==> src/rtl/imem_loader_pkg.sv <==
// Shared types and constants for the instruction-memory boot loader.
package imem_loader_pkg;

    typedef logic [31:0] word_t;

    typedef enum logic [2:0] {
        IDLE = 3'd0,
        LEN  = 3'd1,
        DATA = 3'd2,
        CSUM = 3'd3,
        DONE = 3'd4,
        ERR  = 3'd5
    } loader_state_t;

    localparam int LEN_BYTES = 4;

endpackage

==> src/rtl/imem_loader_if.sv <==
// Boot-link byte stream, instruction-memory write port and core/status lines.
interface imem_loader_if;
    import imem_loader_pkg::*;

    logic       Start;
    logic [7:0] InData;
    logic       InValid;
    logic       InReady;
    logic       ImemWr;
    word_t      ImemWrAddr;
    word_t      ImemWrData;
    logic       CoreHold;
    logic       Done;
    logic       Err;

    modport master (
        output Start, InData, InValid,
        input  InReady, ImemWr, ImemWrAddr, ImemWrData, CoreHold, Done, Err
    );

    modport slave (
        input  Start, InData, InValid,
        output InReady, ImemWr, ImemWrAddr, ImemWrData, CoreHold, Done, Err
    );

endinterface

==> src/rtl/imem_loader_word_packer.sv <==
// Little-endian byte-to-word assembler shared by the length and payload phases.
module word_packer
    import imem_loader_pkg::*;
(
    input  logic       clk,
    input  logic       reset,
    input  logic       clear,
    input  logic       shift_en,
    input  logic [7:0] byte_in,
    output word_t      word,
    output logic       WordDone
);

    logic [1:0]  idx_q;
    logic [23:0] shift_q;

    // Only the three previous bytes need storage; the 4th arrives on byte_in.
    assign word     = {byte_in, shift_q};
    assign WordDone = shift_en && (idx_q == 2'(LEN_BYTES - 1));

    always_ff @(posedge clk) begin
        if (reset || clear) begin
            idx_q   <= 2'd0;
            shift_q <= 24'd0;
        end else if (shift_en) begin
            idx_q   <= idx_q + 2'd1;
            shift_q <= word[31:8];
        end
    end

endmodule

==> src/rtl/imem_loader.sv <==
// Boot-time instruction-memory writer; holds the core until a load completes.
// Define IMEM_LOADER_CSUM_EN to require a trailing XOR checksum byte.
//
// state | meaning
// IDLE  | after reset, waiting for Start
// LEN   | collecting the 4-byte little-endian word count
// DATA  | collecting payload words, one memory write per word
// CSUM  | comparing the trailing checksum byte (checksum build only)
// DONE  | load complete, core released
// ERR   | load rejected, core held
module imem_loader
    import imem_loader_pkg::*;
#(
    parameter int    DEPTH_WORDS = 1024,
    parameter word_t BASE_ADDR   = 32'h0000_0000
)
(
    input  logic          clk,
    input  logic          reset,
    imem_loader_if.slave  bus
);

    localparam logic [2:0] ST_IDLE = IDLE;
    localparam logic [2:0] ST_LEN  = LEN;
    localparam logic [2:0] ST_DATA = DATA;
    localparam logic [2:0] ST_DONE = DONE;
    localparam logic [2:0] ST_ERR  = ERR;
`ifdef IMEM_LOADER_CSUM_EN
    localparam logic [2:0] ST_CSUM = CSUM;
    localparam logic [2:0] ST_TAIL = ST_CSUM;
`else
    localparam logic [2:0] ST_TAIL = ST_DONE;
`endif
    localparam word_t DEPTH_W = word_t'(DEPTH_WORDS);

    logic [2:0] state_q;
    word_t      addr_q;
    word_t      remain_q;
    logic       wr_q;
    word_t      wr_addr_q;
    word_t      wr_data_q;
`ifdef IMEM_LOADER_CSUM_EN
    logic [7:0] csum_q;
`endif

    logic  accept;
    logic  restart;
    logic  shift_en;
    word_t word;
    logic  word_done;

    assign bus.InReady = (state_q == ST_LEN) || (state_q == ST_DATA)
`ifdef IMEM_LOADER_CSUM_EN
                         || (state_q == ST_CSUM)
`endif
                         ;
    assign accept   = bus.InValid && bus.InReady;
    assign restart  = bus.Start && ((state_q == ST_IDLE) || (state_q == ST_DONE)
                                    || (state_q == ST_ERR));
    assign shift_en = accept && ((state_q == ST_LEN) || (state_q == ST_DATA));

    word_packer u_packer (
        .clk      (clk),
        .reset    (reset),
        .clear    (restart),
        .shift_en (shift_en),
        .byte_in  (bus.InData),
        .word     (word),
        .WordDone (word_done)
    );

    always_ff @(posedge clk) begin
        if (reset) begin
            state_q   <= ST_IDLE;
            addr_q    <= BASE_ADDR;
            remain_q  <= '0;
            wr_q      <= 1'b0;
            wr_addr_q <= BASE_ADDR;
            wr_data_q <= '0;
`ifdef IMEM_LOADER_CSUM_EN
            csum_q    <= 8'd0;
`endif
        end else begin
            wr_q <= 1'b0;
`ifdef IMEM_LOADER_CSUM_EN
            if (shift_en) begin
                csum_q <= csum_q ^ bus.InData;
            end
`endif
            case (state_q)
                ST_IDLE, ST_DONE, ST_ERR: begin
                    if (bus.Start) begin
                        state_q  <= ST_LEN;
                        addr_q   <= BASE_ADDR;
                        remain_q <= '0;
`ifdef IMEM_LOADER_CSUM_EN
                        csum_q   <= 8'd0;
`endif
                    end
                end
                ST_LEN: begin
                    if (word_done) begin
                        if (word > DEPTH_W) begin
                            state_q <= ST_ERR;
                        end else if (word == '0) begin
                            state_q <= ST_TAIL;
                        end else begin
                            state_q  <= ST_DATA;
                            remain_q <= word;
                        end
                    end
                end
                ST_DATA: begin
                    if (word_done) begin
                        wr_q      <= 1'b1;
                        wr_addr_q <= addr_q;
                        wr_data_q <= word;
                        addr_q    <= addr_q + 32'd4;
                        remain_q  <= remain_q - 32'd1;
                        if (remain_q == 32'd1) begin
                            state_q <= ST_TAIL;
                        end
                    end
                end
`ifdef IMEM_LOADER_CSUM_EN
                ST_CSUM: begin
                    if (accept) begin
                        state_q <= (bus.InData == csum_q) ? ST_DONE : ST_ERR;
                    end
                end
`endif
                default: state_q <= ST_IDLE;
            endcase
        end
    end

    assign bus.ImemWr     = wr_q;
    assign bus.ImemWrAddr = wr_addr_q;
    assign bus.ImemWrData = wr_data_q;
    assign bus.CoreHold   = (state_q != ST_DONE);
    assign bus.Done       = (state_q == ST_DONE);
    assign bus.Err        = (state_q == ST_ERR);

endmodule

==> src/flat_wrapper.sv <==
// flat-port wrapper written by rule: the top's interface ports become plain ports
module imem_loader_flat import imem_loader_pkg::*;
#(
    parameter int    DEPTH_WORDS = 1024,
    parameter word_t BASE_ADDR   = 32'h0000_0000
)
  (clk, reset, bus_Start, bus_InData, bus_InValid, bus_InReady, bus_ImemWr, bus_ImemWrAddr, bus_ImemWrData, bus_CoreHold, bus_Done, bus_Err);
  imem_loader_if bus_i ();
  input  logic clk;
  input  logic reset;
  input wire logic [$bits(bus_i.Start)-1:0] bus_Start;
  input wire logic [$bits(bus_i.InData)-1:0] bus_InData;
  input wire logic [$bits(bus_i.InValid)-1:0] bus_InValid;
  output wire logic [$bits(bus_i.InReady)-1:0] bus_InReady;
  output wire logic [$bits(bus_i.ImemWr)-1:0] bus_ImemWr;
  output wire logic [$bits(bus_i.ImemWrAddr)-1:0] bus_ImemWrAddr;
  output wire logic [$bits(bus_i.ImemWrData)-1:0] bus_ImemWrData;
  output wire logic [$bits(bus_i.CoreHold)-1:0] bus_CoreHold;
  output wire logic [$bits(bus_i.Done)-1:0] bus_Done;
  output wire logic [$bits(bus_i.Err)-1:0] bus_Err;
  assign bus_i.Start = bus_Start;
  assign bus_i.InData = bus_InData;
  assign bus_i.InValid = bus_InValid;
  assign bus_InReady = bus_i.InReady;
  assign bus_ImemWr = bus_i.ImemWr;
  assign bus_ImemWrAddr = bus_i.ImemWrAddr;
  assign bus_ImemWrData = bus_i.ImemWrData;
  assign bus_CoreHold = bus_i.CoreHold;
  assign bus_Done = bus_i.Done;
  assign bus_Err = bus_i.Err;
  imem_loader #(.DEPTH_WORDS(DEPTH_WORDS), .BASE_ADDR(BASE_ADDR)) u_core (.clk(clk), .reset(reset), .bus(bus_i));
endmodule
==> config.mk <==
export PLATFORM = sky130hd
export DESIGN_NAME = imem_loader_flat
export DESIGN_NICKNAME = d
export VERILOG_FILES = /design/src/rtl/imem_loader_pkg.sv /design/src/rtl/imem_loader_if.sv /design/src/rtl/imem_loader_word_packer.sv /design/src/rtl/imem_loader.sv /design/src/flat_wrapper.sv
export SDC_FILE = /design/constraint.sdc
export NUM_CORES = 1
export LEC_CHECK = 0
export BUFFER_PORTS_ARGS = -buffer_cell sky130_fd_sc_hd__buf_2
export CAP_MARGIN = 15
export CORE_MARGIN = 8
export CORE_UTILIZATION = 40
export DETAILED_ROUTE_END_ITERATION = 7
export MAX_ROUTING_LAYER = met4
export PLACE_DENSITY = 0.67
export SYNTH_ARGS = -nofsm -noshare
export SYNTH_HDL_FRONTEND = slang
export SYNTH_SLANG_ARGS = --single-unit
==> constraint.sdc <==
create_clock -name clk -period 4.15 [get_ports clk]
set_input_delay 0.83 -clock clk [delete_from_list [all_inputs] [get_ports clk]]
set_output_delay 0.83 -clock clk [all_outputs]
set_load 0.03 [all_outputs]
After elaboration in Yosys (flattened, before gate mapping). Index checks and enable logic that the tools add are counted.

Word-level logic and storage cells: 60. Register bits: 158.

Magnitude comparators: 1. Reduce and logical (&&, ||, !) cells: 18. Add/sub/neg operators: 3. Equality and inequality tests: 13. Bitwise logic cells: 1. Multiplexer cells: 16.

Operators with widths (count): $mux W32 (6); $pmux W32 S3 (1); $pmux W32 S2 (1); $add A32 B3 Y32 const B (1); $eq A32 B1 Y1 const B (1); $gt A32 B11 Y1 const B (1); $logic_not A32 Y1 (1); $sub A32 B1 Y32 const B (1); $mux W3 (6); $ne A2 B2 Y1 const B (6); $pmux W3 S3 (1); $eq A3 B3 Y1 const B (2); $reduce_and A6 Y1 (1); $logic_and A1 B1 Y1 (4); $logic_or A1 B1 Y1 (4); $reduce_and A4 Y1 (1); $eq A3 B1 Y1 const B (1); $eq A3 B2 Y1 const B (1); $logic_not A3 Y1 (1); $ne A3 B3 Y1 const B (1); $reduce_and A3 Y1 (1); $reduce_bool A3 Y1 (1); $reduce_or A3 Y1 (1); $add A2 B1 Y2 const B (1); other kinds (6) (6).

Depth between registers and ports, before layout. Gate-level depths: netlist (run 1).

Word-level depth: 7. Mapped depth: 8.

Modules after synthesis. From an unflattened synthesis (run 1), not the netlist that was laid out.

Cells, all modules: 895. Area total of the unflattened synthesis: 7206.9 um^2.

Modules (own cells, without submodules): imem_loader (cells an instance 800, seq. area each 2562.5 um^2, area an instance 6167.2 um^2, instances 1); word_packer (cells an instance 95, seq. area each 520.5 um^2, area an instance 1039.7 um^2, instances 1).

Least setup slack after synthesis (run 1). No wires, ideal clock.

Kind: reg2out. From: register u_core.state_q[1]. To: output port bus_Err. Cell stages (with the launch flop): 5. Slack: 1773 ps. Data required time: 3320 ps. Data arrival time: 1547 ps. Path through: dfxtp_1 buf_2 buf_1 clkbuf_1 nor3_1.

Longest elaborated chain between the ends: 1.

RTL lines: start, declared (line imem_loader.sv:36) `logic [2:0] state_q;`; start signal, assigned (line imem_loader.sv:74) `state_q <= ST_IDLE;`; start signal, assigned (line imem_loader.sv:93) `state_q <= ST_LEN;`; start signal, assigned (line imem_loader.sv:104) `state_q <= ST_ERR;`; $eq A3 B3 Y1 (line imem_loader.sv:142) `assign bus.Err = (state_q == ST_ERR);`; end, declared (line flat_wrapper.sv:20) `output wire logic [$bits(bus_i.Err)-1:0] bus_Err;`.

Every way passes these cells.

Final worst setup path (run 1).
From: register u_core.state_q[1]. To: output port bus_InReady.

Longest elaborated chain between the ends: 2. Elaborated cells on any way between the ends: 3.

RTL lines: $eq A3 B1 Y1 / $eq A3 B2 Y1 (equally long branches) (line imem_loader.sv:52) `assign bus.InReady = (state_q == ST_LEN) || (state_q == ST_DATA)`; $logic_or A1 B1 Y1 (*) (line imem_loader.sv:52); end, declared (line flat_wrapper.sv:14) `output wire logic [$bits(bus_i.InReady)-1:0] bus_InReady;`.

Every way passes the cells marked *; elsewhere a longest branch is shown, timed or not.

==> reports/results.txt, run 1 <==
GRT Total Usage - 18.0%
met3 usage - 4.01%
Yosys reg bits - 154
I/O Pins - 81
Post-synth EDFFs - 0
Req. time, crit path - 3.32 ns
vias per cell - 5.70
drt drc - 0
VDD IR max - 0.352 mV
Max Cap Viol - 0
GR peak layer - met2
share of layout cells above drive strength 1 - 16.6%
TritonCTS clock tree - yes
Peak Freq - 330 MHz
clock sink count - 154
cell-by-cell trace of the critical path - or3b_2, nand2_1, buf_2
PostCTS Resize Cnt - 0
Critical Path Slowest Stage Cell - or3b_2
Setup Fix Bufs, Post-CTS - 0
Hold Fails Final Rpt - 0
ANT nets after route - 0
Finished Cell Area - 8180 um^2
RSZ-0062 raised after global routing - no
GR Overflow Total - 0
setup violators final - 0
Synth Instances - 856
Placed Area - 7600 um^2
multi-input logic area - 3640 um^2
Die Wd - 149 um
Pwr Density - 510 nW/um^2
R2R cell count - 7
Tmin final - 3.03 ns
outcome - completed
crit path capture type - output pin
crit path kind - register to output pin
final core occ - 47.4%
CP max FO - 18
maximum clock path buffer count - 2
starting density of the core - 40.8%
Port Buf Inserts - 78
global-route wire length before repair - 31500 um
Area contributors post-synth - dfxtp_1 44%, nand2_1 8.4%, a21oi_1 7.4%
fin cells - 1146
CTS clock-pin slew for the worst setup and hold paths - 0.06 ns
Hold Crit Depth - 2
met1 usage - 22.8%
register area - 3080 um^2
dpl cells - 1114
worst slew pin tran - 0.932 ns
Core ar. - 17200 um^2
worst skew pair latency - 0.43 ns
largest net degree at the start of global routing - 53
sequential element share of the synthesized area - 43.8%
Yosys top cell area share - 43.8%
WL final - 19400 um
startpoint types - register
DRT Pass-1 Iters - 5
slowest stage delay, CP - 0.68 ns
ys flop type - dfxtp_1
mapped cell area - 7040 um^2
num rows - 48
Hold Crit Class - register to register
Num CTS Buffers - 17
Ys Warns - 0
library cells used by synthesis - 72
Slew HR - 37.7%
share of flip-flops with an asynchronous set or reset - 0%
Lkg Pwr - 3.12 nW
die area - 22100 um^2
initial antenna violation count - 0
clk root buf - clkbuf_16
placed wire-length estimate - 13000 um
routability cong. - 0.877
pins over their slew limit - 0
detailed router's first-iteration violation count - 663
Layout Skew - 0.00671 ns
vias in the first global route - 5926
# fillers - 1688
Wirelength per Cell - 16.9 um
CP arrival - 2.20 ns
M2 GR Usage - 28.2%
TNS Setup - 0 ns
ANT cells - 0
Period Utilization, post-route - 73.1%
P&R area growth vs syn - 16.1%
H-tree levels - 4
die height - 149 um
# hold bufs at CTS - 0
dominant cell type by area after synthesis - dfxtp_1
routed vias - 6528
Final nets - 924
Mean Syn Cell Area - 8.22 um^2
## cell type report
type / instances / share of cell area [%]
clock buffers: 18 / 5.25
well taps: 225 / 3.44
repair buffers: 94 / 6.43
multi-input cells: 624 / 44.6
clock inverters: 14 / 1.81
inverters: 17 / 0.781
flip-flops and latches: 154 / 37.7
## flip-flops by register name (all words and copies together), names as in the netlist
signal and count:
u_core.addr_q 30, u_core.bus.ImemWr 1, u_core.bus.ImemWrAddr 30, u_core.bus.ImemWrData 32, u_core.remain_q 32, u_core.state_q 3, u_core.u_packer.idx_q 2, u_core.u_packer.shift_q 24
## per-stage QoR
step / worst slack (ns) / hold WS, ns / power, W
finish: 1.12 / 0.450 / 0.00417
detailed placement: 1.09 / 0.443 / 0.00265
global placement: 1.15 / 0.440 / 0.00265
global route: 1.02 / 0.466 / 0.00437
CTS: 1.09 / 0.452 / 0.00418
floorplan: 1.77 / 0.446 / 0.00238
## worst max-delay path: cells and delay by family, from the launching register on
| family | cells | cell delay (ns) |
|---|---|---|
| simple gates | 2 | 0.88 |
| buf+inv | 1 | 0.22 |
| flops | 1 | 0.67 |
## synthesized netlist by cell type (11+ instances only)
master	instances
nand4_1	11
buf_2	19
dfxtp_1	154
nand2_1	157
mux2i_1	30
o21ai_0	22
a21oi_1	104
nor4_1	21
nand3_1	15
nor3_1	17
or3_1	13
or4_1	17
clkbuf_1	39
inv_1	16
nor2_1	60
o31ai_1	25
## path summary, 6_finish.rpt
check,from,slack (ns),endpoint
worst max-delay path,u_core.state_q[1],1.12,bus_InReady
worst min-delay path,u_core.bus.ImemWrAddr[27],0.45,u_core.bus.ImemWrAddr[27]
worst max register to register,u_core.state_q[2],1.38,u_core.remain_q[11]
worst min register to register,u_core.bus.ImemWrAddr[27],0.45,u_core.bus.ImemWrAddr[27]
## logic make-up (layout without fill, tap and decap cells)
group / Yosys count / in the layout / synth area share (%)
AND/OR/NAND/NOR: 355 / 355 / 25.0
AO/OA/AOI/OAI: 226 / 226 / 20.6
flip-flops: 154 / 154 / 43.8
buffers and inverters: 79 / 143 / 4.67
multiplexers: 31 / 31 / 4.43
XOR/XNOR: 6 / 6 / 0.747
adder cells (fa/ha/maj): 4 / 4 / 0.711
other: 1 / 2 / 0.0533
## power breakdown
group | total (W) | internal (W) | switching [W]
clock | 0.00153 | 0.000889 | 0.000640
combinational | 0.00106 | 0.000334 | 0.000730
sequential | 0.00158 | 0.00151 | 0.0000649
## routing by layer
layer | routed length (um) | share of wire [%]
met5 | 0 | 0
met1 | 8750 | 45
met3 | 952 | 4.9
met2 | 9310 | 48
met4 | 340 | 1.8
## cell usage in the layout (no fill, tap or decap), types with 4 or more instances in the layout
cell type / instances
a21oi_1: 104
nor2_1: 59
ha_1: 4
o21a_1: 5
a311oi_1: 8
a31oi_1: 7
nand3_1: 14
o31ai_1: 25
or3_1: 13
dfxtp_1: 154
clkbuf_16: 17
nor2b_1: 6
nor3_1: 17
clkinv_2: 5
buf_4: 16
mux2i_1: 30
buf_2: 77
o31a_1: 4
o22ai_1: 7
nand4_1: 11
nand2_1: 157
and2_1: 6
or4_1: 17
o21ai_0: 22
nor3_2: 4
o41ai_1: 8
inv_1: 16
nor4_1: 21
(Power assumes the default switching activity.)
==> run 2: changes to the inputs <==
--- a/config.mk
+++ b/config.mk
@@ -11,7 +11,7 @@
 export CORE_UTILIZATION = 40
 export DETAILED_ROUTE_END_ITERATION = 7
 export MAX_ROUTING_LAYER = met4
-export PLACE_DENSITY = 0.67
+export PLACE_DENSITY = 0.69
 export SYNTH_ARGS = -nofsm -noshare
 export SYNTH_HDL_FRONTEND = slang
 export SYNTH_SLANG_ARGS = --single-unit
==> constraint.sdc (replaced) <==
create_clock -name clk -period 2.7 [get_ports clk]
set_input_delay 0.54 -clock clk [delete_from_list [all_inputs] [get_ports clk]]
set_output_delay 0.54 -clock clk [all_outputs]
set_load 0.03 [all_outputs]
==> run 2 against run 1 <==
Sequential power up 52%; utilization up 0.66 points; die area unchanged; count of clock-buffer cells in the layout up 5; flip-flop and latch count unchanged; combinational power up 69%; power up 57%; global-route usage up 0.25 points; highest routed layer unchanged.
==> reports/results.txt, run 2 (synthesis gave the netlist of run 1 again) <==
outcome - completed
ANT nets after route - 0
initial antenna violation count - 0
dpl ws - 0.314 ns
global-route wire length before repair - 31900 um
detailed router's first-iteration violation count - 543
Hold Fails Final Rpt - 0
WL final - 19500 um
drt drc - 0
crit path capture type - output pin
most common cell after layout, fill and taps aside - nand2_1
die area - 22100 um^2
R2R cell count - 6
# fillers - 1655
crit path kind - register to output pin
num rows - 48
share of layout cells above drive strength 1 - 18.0%
TNS Setup - 0 ns
ANT cells - 0
H-tree levels - 4
Layout Skew - 0.0133 ns
maximum clock path buffer count - 2
internal power - 0.00433 W
Core ar. - 17200 um^2
largest net degree at the start of global routing - 55
GR Overflow Total - 0
CTS clock-pin slew for the worst setup and hold paths - 0.06 ns
starting density of the core - 40.8%
Period Utilization, post-route - 93.0%
Max Cap Viol - 0
Comb power frac - 27.5%
pins over their slew limit - 0
post-route setup slack - 0.190 ns
worst reg2reg startpoint - u_core.state_q[0]
DRT Pass-1 Iters - 5
TritonCTS clock tree - yes
startpoint types - register
GRT Total Usage - 18.3%
I/O Pins - 81
r2r setup slk - 0.33 ns
setup violators final - 0
Die Wd - 149 um
most frequent cells in the layout - 157 x nand2_1, 153 x dfxtp_1, 104 x a21oi_1, 77 x buf_2, 59 x nor2_1
RSZ-0062 raised after global routing - no
placed wire-length estimate - 13400 um
worst skew pair latency - 0.43 ns
routed vias - 6545
Peak Freq - 398 MHz
worst slew pin tran - 0.782 ns
Finished Cell Area - 8290 um^2
Final nets - 938
Worst R2R End - u_core.remain_q[30]
Wirelength per Cell - 16.8 um
Num CTS Buffers - 17
clock power share - 35.7%
crit path to - bus_InReady
P&R area growth vs syn - 17.7%
Worst Setup SP - u_core.state_q[0]
vias per cell - 5.64
die height - 149 um
Slew HR - 47.9%
CP max FO - 13
Switching Share - 33.7%
routability cong. - 0.931
Final Power - 0.00653 W
Port Buf Inserts - 78
Tmin final - 2.51 ns
NetSw - 0.00220 W
Hold Crit Class - primary input to register
Req. time, crit path - 2.16 ns
Reg power frac - 36.8%
clock sink count - 154
Lkg Pwr - 3.19 nW
VDD IR max - 0.618 mV
Pwr Density - 788 nW/um^2
vias in the first global route - 6190
CP arrival - 1.97 ns
clk root buf - clkbuf_16
Placed Area - 7700 um^2
## run 2: layout make-up
class                   instances  area [um^2]  share of cell area [%]
flip-flops and latches        154         3080                    37.2
clock buffers                  23          498                    6.01
inverters                      17         63.8                   0.770
repair buffers                108          631                    7.61
multi-input cells             624         3640                    44.0
clock inverters                 9         86.3                    1.04
well taps                     225          282                    3.40
## run 2: worst min-delay path by stage
stage	start	end	slack, ns	cells after the start
2_1_floorplan	u_core.addr_q[31]	u_core.bus.ImemWrAddr[31]	0.45	2
3_3_place_gp	u_core.bus.ImemWrAddr[5]	u_core.bus.ImemWrAddr[5]	0.44	2
3_5_place_dp	u_core.bus.ImemWrAddr[9]	u_core.bus.ImemWrAddr[9]	0.44	2
4_1_cts	bus_InData[3]	u_core.bus.ImemWrData[27]	0.36	3
5_1_grt	bus_InData[3]	u_core.bus.ImemWrData[27]	0.37	3
6_report	bus_InData[3]	u_core.bus.ImemWrData[27]	0.37	3
## run 2: routing by layer
| metal | share of wire, % | GRT usage [%] | routed length, um |
|---|---|---|---|
| met5 | 0 | - | 0 |
| met4 | 1.7 | 6.83 | 331 |
| met3 | 6.5 | 4.19 | 1270 |
| met2 | 48 | 29.3 | 9390 |
| met1 | 44 | 22.1 | 8480 |
## run 2: power by group through the flow
stage               Combinational [W]  Clock [W]  Sequential [W]
CTS                           0.00178    0.00238         0.00240
global placement              0.00176          0         0.00245
finish                        0.00179    0.00233         0.00240
global route                  0.00194    0.00247         0.00241
detailed placement            0.00176          0         0.00245
floorplan                     0.00124          0         0.00241
## run 2: worst max-delay path, stage by stage (launching register included)
cell	delay, ns
dfxtp_1	0.43
or3b_2	0.70
nand2_1	0.19
buf_2	0.22
## run 2: what timing repair did
item / 4_1_cts / 5_1_grt
resized for setup: 0 / 1
setup endpoints to repair: 0 / 1
setup buffers: 0 / 0
hold buffers: 0 / 0
## run 2: through the flow
| stage | hold WS (ns) | instances | utilization [%] |
|---|---|---|---|
| after global routing | 0.368 | 1160 | 48.1 |
| after detailed placement | 0.443 | 1128 | 44.7 |
| final | 0.367 | 1160 | 48.1 |
| after global placement | 0.441 | 1128 | 44.7 |
| after CTS | 0.357 | 1160 | 48.1 |
| after floorplan | 0.446 | 857 | - |
==> run 3: changes to the inputs <==
--- a/config.mk
+++ b/config.mk
@@ -6,12 +6,12 @@
 export NUM_CORES = 1
 export LEC_CHECK = 0
 export BUFFER_PORTS_ARGS = -buffer_cell sky130_fd_sc_hd__buf_2
-export CAP_MARGIN = 15
+export CAP_MARGIN = 20
 export CORE_MARGIN = 8
-export CORE_UTILIZATION = 40
+export CORE_UTILIZATION = 53
 export DETAILED_ROUTE_END_ITERATION = 7
 export MAX_ROUTING_LAYER = met4
-export PLACE_DENSITY = 0.69
+export PLACE_DENSITY = 0.85
 export SYNTH_ARGS = -nofsm -noshare
 export SYNTH_HDL_FRONTEND = slang
 export SYNTH_SLANG_ARGS = --single-unit
==> run 3 against run 2 <==
Sequential power about the same; final area decreased by 0.78%; clock skew decreased by 0.0072 ns; largest cell class unchanged; final cell count down 4.3%; utilization is 15 points higher; global-route usage is 4.0 points higher; count of clock-buffer cells in the layout shrank 1; highest routed layer unchanged; critical path type unchanged; sequential share of layout area increased by 0.28 points.
==> reports/results.txt, run 3 (synthesis gave the netlist of run 1 again) <==
outcome - completed
routed vias - 6759
CP arrival - 1.95 ns
WP buf/inv - 2
crit path kind - register to output pin
clock power share - 35.2%
NetSw - 0.00218 W
global-route wire length before repair - 31900 um
vias per cell - 6.09
worst skew pair latency - 0.42 ns
P&R area growth vs syn - 16.8%
multi-input logic area - 3640 um^2
Final nets - 940
GR Overflow Total - 0
worst reg2reg startpoint - u_core.u_packer.idx_q[0]
num rows - 42
clock sink count - 154
Num CTS Buffers - 17
fin cells - 1110
RSZ-0062 raised after global routing - no
pins over their slew limit - 0
slowest stage delay, CP - 0.67 ns
met3 usage - 5.26%
ANT cells - 0
hold_sp - bus_InData[2]
Critical Path Slowest Stage Cell - or3b_2
dpl cells - 1081
drt drc - 0
H-tree levels - 4
Layout Skew - 0.00609 ns
Slew HR - 46.4%
crit path capture type - output pin
placed wire-length estimate - 12600 um
met1 usage - 27.5%
Hold Crit Class - primary input to register
largest net degree at the start of global routing - 71
internal power - 0.00439 W
worst slew pin tran - 0.799 ns
CP max FO - 13
vias in the first global route - 6465
most frequent cells in the layout - 157 x nand2_1, 154 x dfxtp_1, 104 x a21oi_1, 77 x buf_2, 59 x nor2_1
starting density of the core - 53.8%
ANT nets after route - 0
cell-by-cell trace of the critical path - buf_4, or3b_2, nand2_1, buf_2
Switching Share - 33.2%
GR peak layer - met2
# fillers - 1087
Die Wd - 131 um
Period Utilization, post-route - 92.4%
Pwr Density - 798 nW/um^2
Lkg Pwr - 3.19 nW
VDD IR max - 0.589 mV
Core ar. - 13100 um^2
register area - 3080 um^2
maximum clock path buffer count - 2
M2 GR Usage - 35.7%
startpoint types - register
die height - 131 um
DRT Pass-1 Iters - 5
Worst Setup SP - u_core.state_q[0]
Setup Fix Bufs, Post-CTS - 0
Peak Freq - 401 MHz
Max Cap Viol - 0
Hold Fails Final Rpt - 0
Req. time, crit path - 2.16 ns
# hold bufs at CTS - 0
PostCTS Resize Cnt - 0
WL final - 19000 um
initial antenna violation count - 0
CTS clock-pin slew for the worst setup and hold paths - 0.06 ns
Wirelength per Cell - 17.1 um
GRT Total Usage - 22.3%
Port Buf Inserts - 78
Tmin final - 2.49 ns
clk root buf - clkbuf_16
TritonCTS clock tree - yes
I/O Pins - 81
Comb power frac - 28.3%
die area - 17200 um^2
Reg power frac - 36.5%
most common cell after layout, fill and taps aside - nand2_1
share of layout cells above drive strength 1 - 17.7%
delay-heaviest family, CP - simple AND/OR/NAND/NOR gates
detailed router's first-iteration violation count - 619
routability cong. - 0.960
setup violators final - 0
TNS Setup - 0 ns
run 3: cell types whose count changed in the layout (fill, tap and decap cells not counted), sizes merged:
cell	change
bufinv	+1
buf	+2
clkinv	-1
clkbuf	-1
clkinvlp	-2
run 3: final timing paths:
check                                      to  slack (ns)  cells after the start
setup / recovery                  bus_InReady        0.21                      4
hold / removal    u_core.u_packer.shift_q[18]        0.39                      3
setup reg to reg          u_core.remain_q[28]        0.40                      6
hold reg to reg     u_core.bus.ImemWrAddr[27]        0.45                      2
run 3: layer usage:
metal  part of all wire (%)  vias to the layer above
li1                       -                     3236
met1                     44                     3270
met2                     49                      223
met3                    5.7                       30
met4                    1.4                        0
met5                      0                        -
run 3: final cells by class:
| type | instances | area share [%] |
|---|---|---|
| multi-input cells | 624 | 44.3 |
| flip-flops and latches | 154 | 37.5 |
| repair buffers | 110 | 7.85 |
| clock buffers | 22 | 5.77 |
| well taps | 176 | 2.68 |
| clock inverters | 7 | 1.13 |
| inverters | 17 | 0.776 |
run 3: worst register-to-register path, stage by stage (launching register included):
cell	delay [ns]
dfxtp_1	0.35
ha_1	0.23
nand2_1	0.18
a31oi_1	0.31
o221ai_1	0.31
or3_1	0.52
o221a_1	0.30
run 3: power by group through the flow:
stage                     Sequential [W]  Clock, W  Combinational (W)
after global placement           0.00243         0            0.00177
after CTS                        0.00239   0.00234            0.00181
after global routing             0.00240   0.00244            0.00197
after detailed placement         0.00243         0            0.00180
after floorplan                  0.00241         0            0.00124
final                            0.00239   0.00231            0.00186
run 3: per-stage QoR:
stage                     hold WS [ns]  utilization (%)  worst slack [ns]  instance area (um^2)  power [W]
after global routing             0.392             62.9             0.128                  8220    0.00680
after global placement           0.439             58.5             0.284                  7660    0.00421
after detailed placement         0.445             58.5             0.270                  7660    0.00423
final                            0.388             62.9             0.205                  8220    0.00656
after floorplan                  0.446                -             0.612                  7040    0.00365
after CTS                        0.374             62.9             0.186                  8220    0.00654
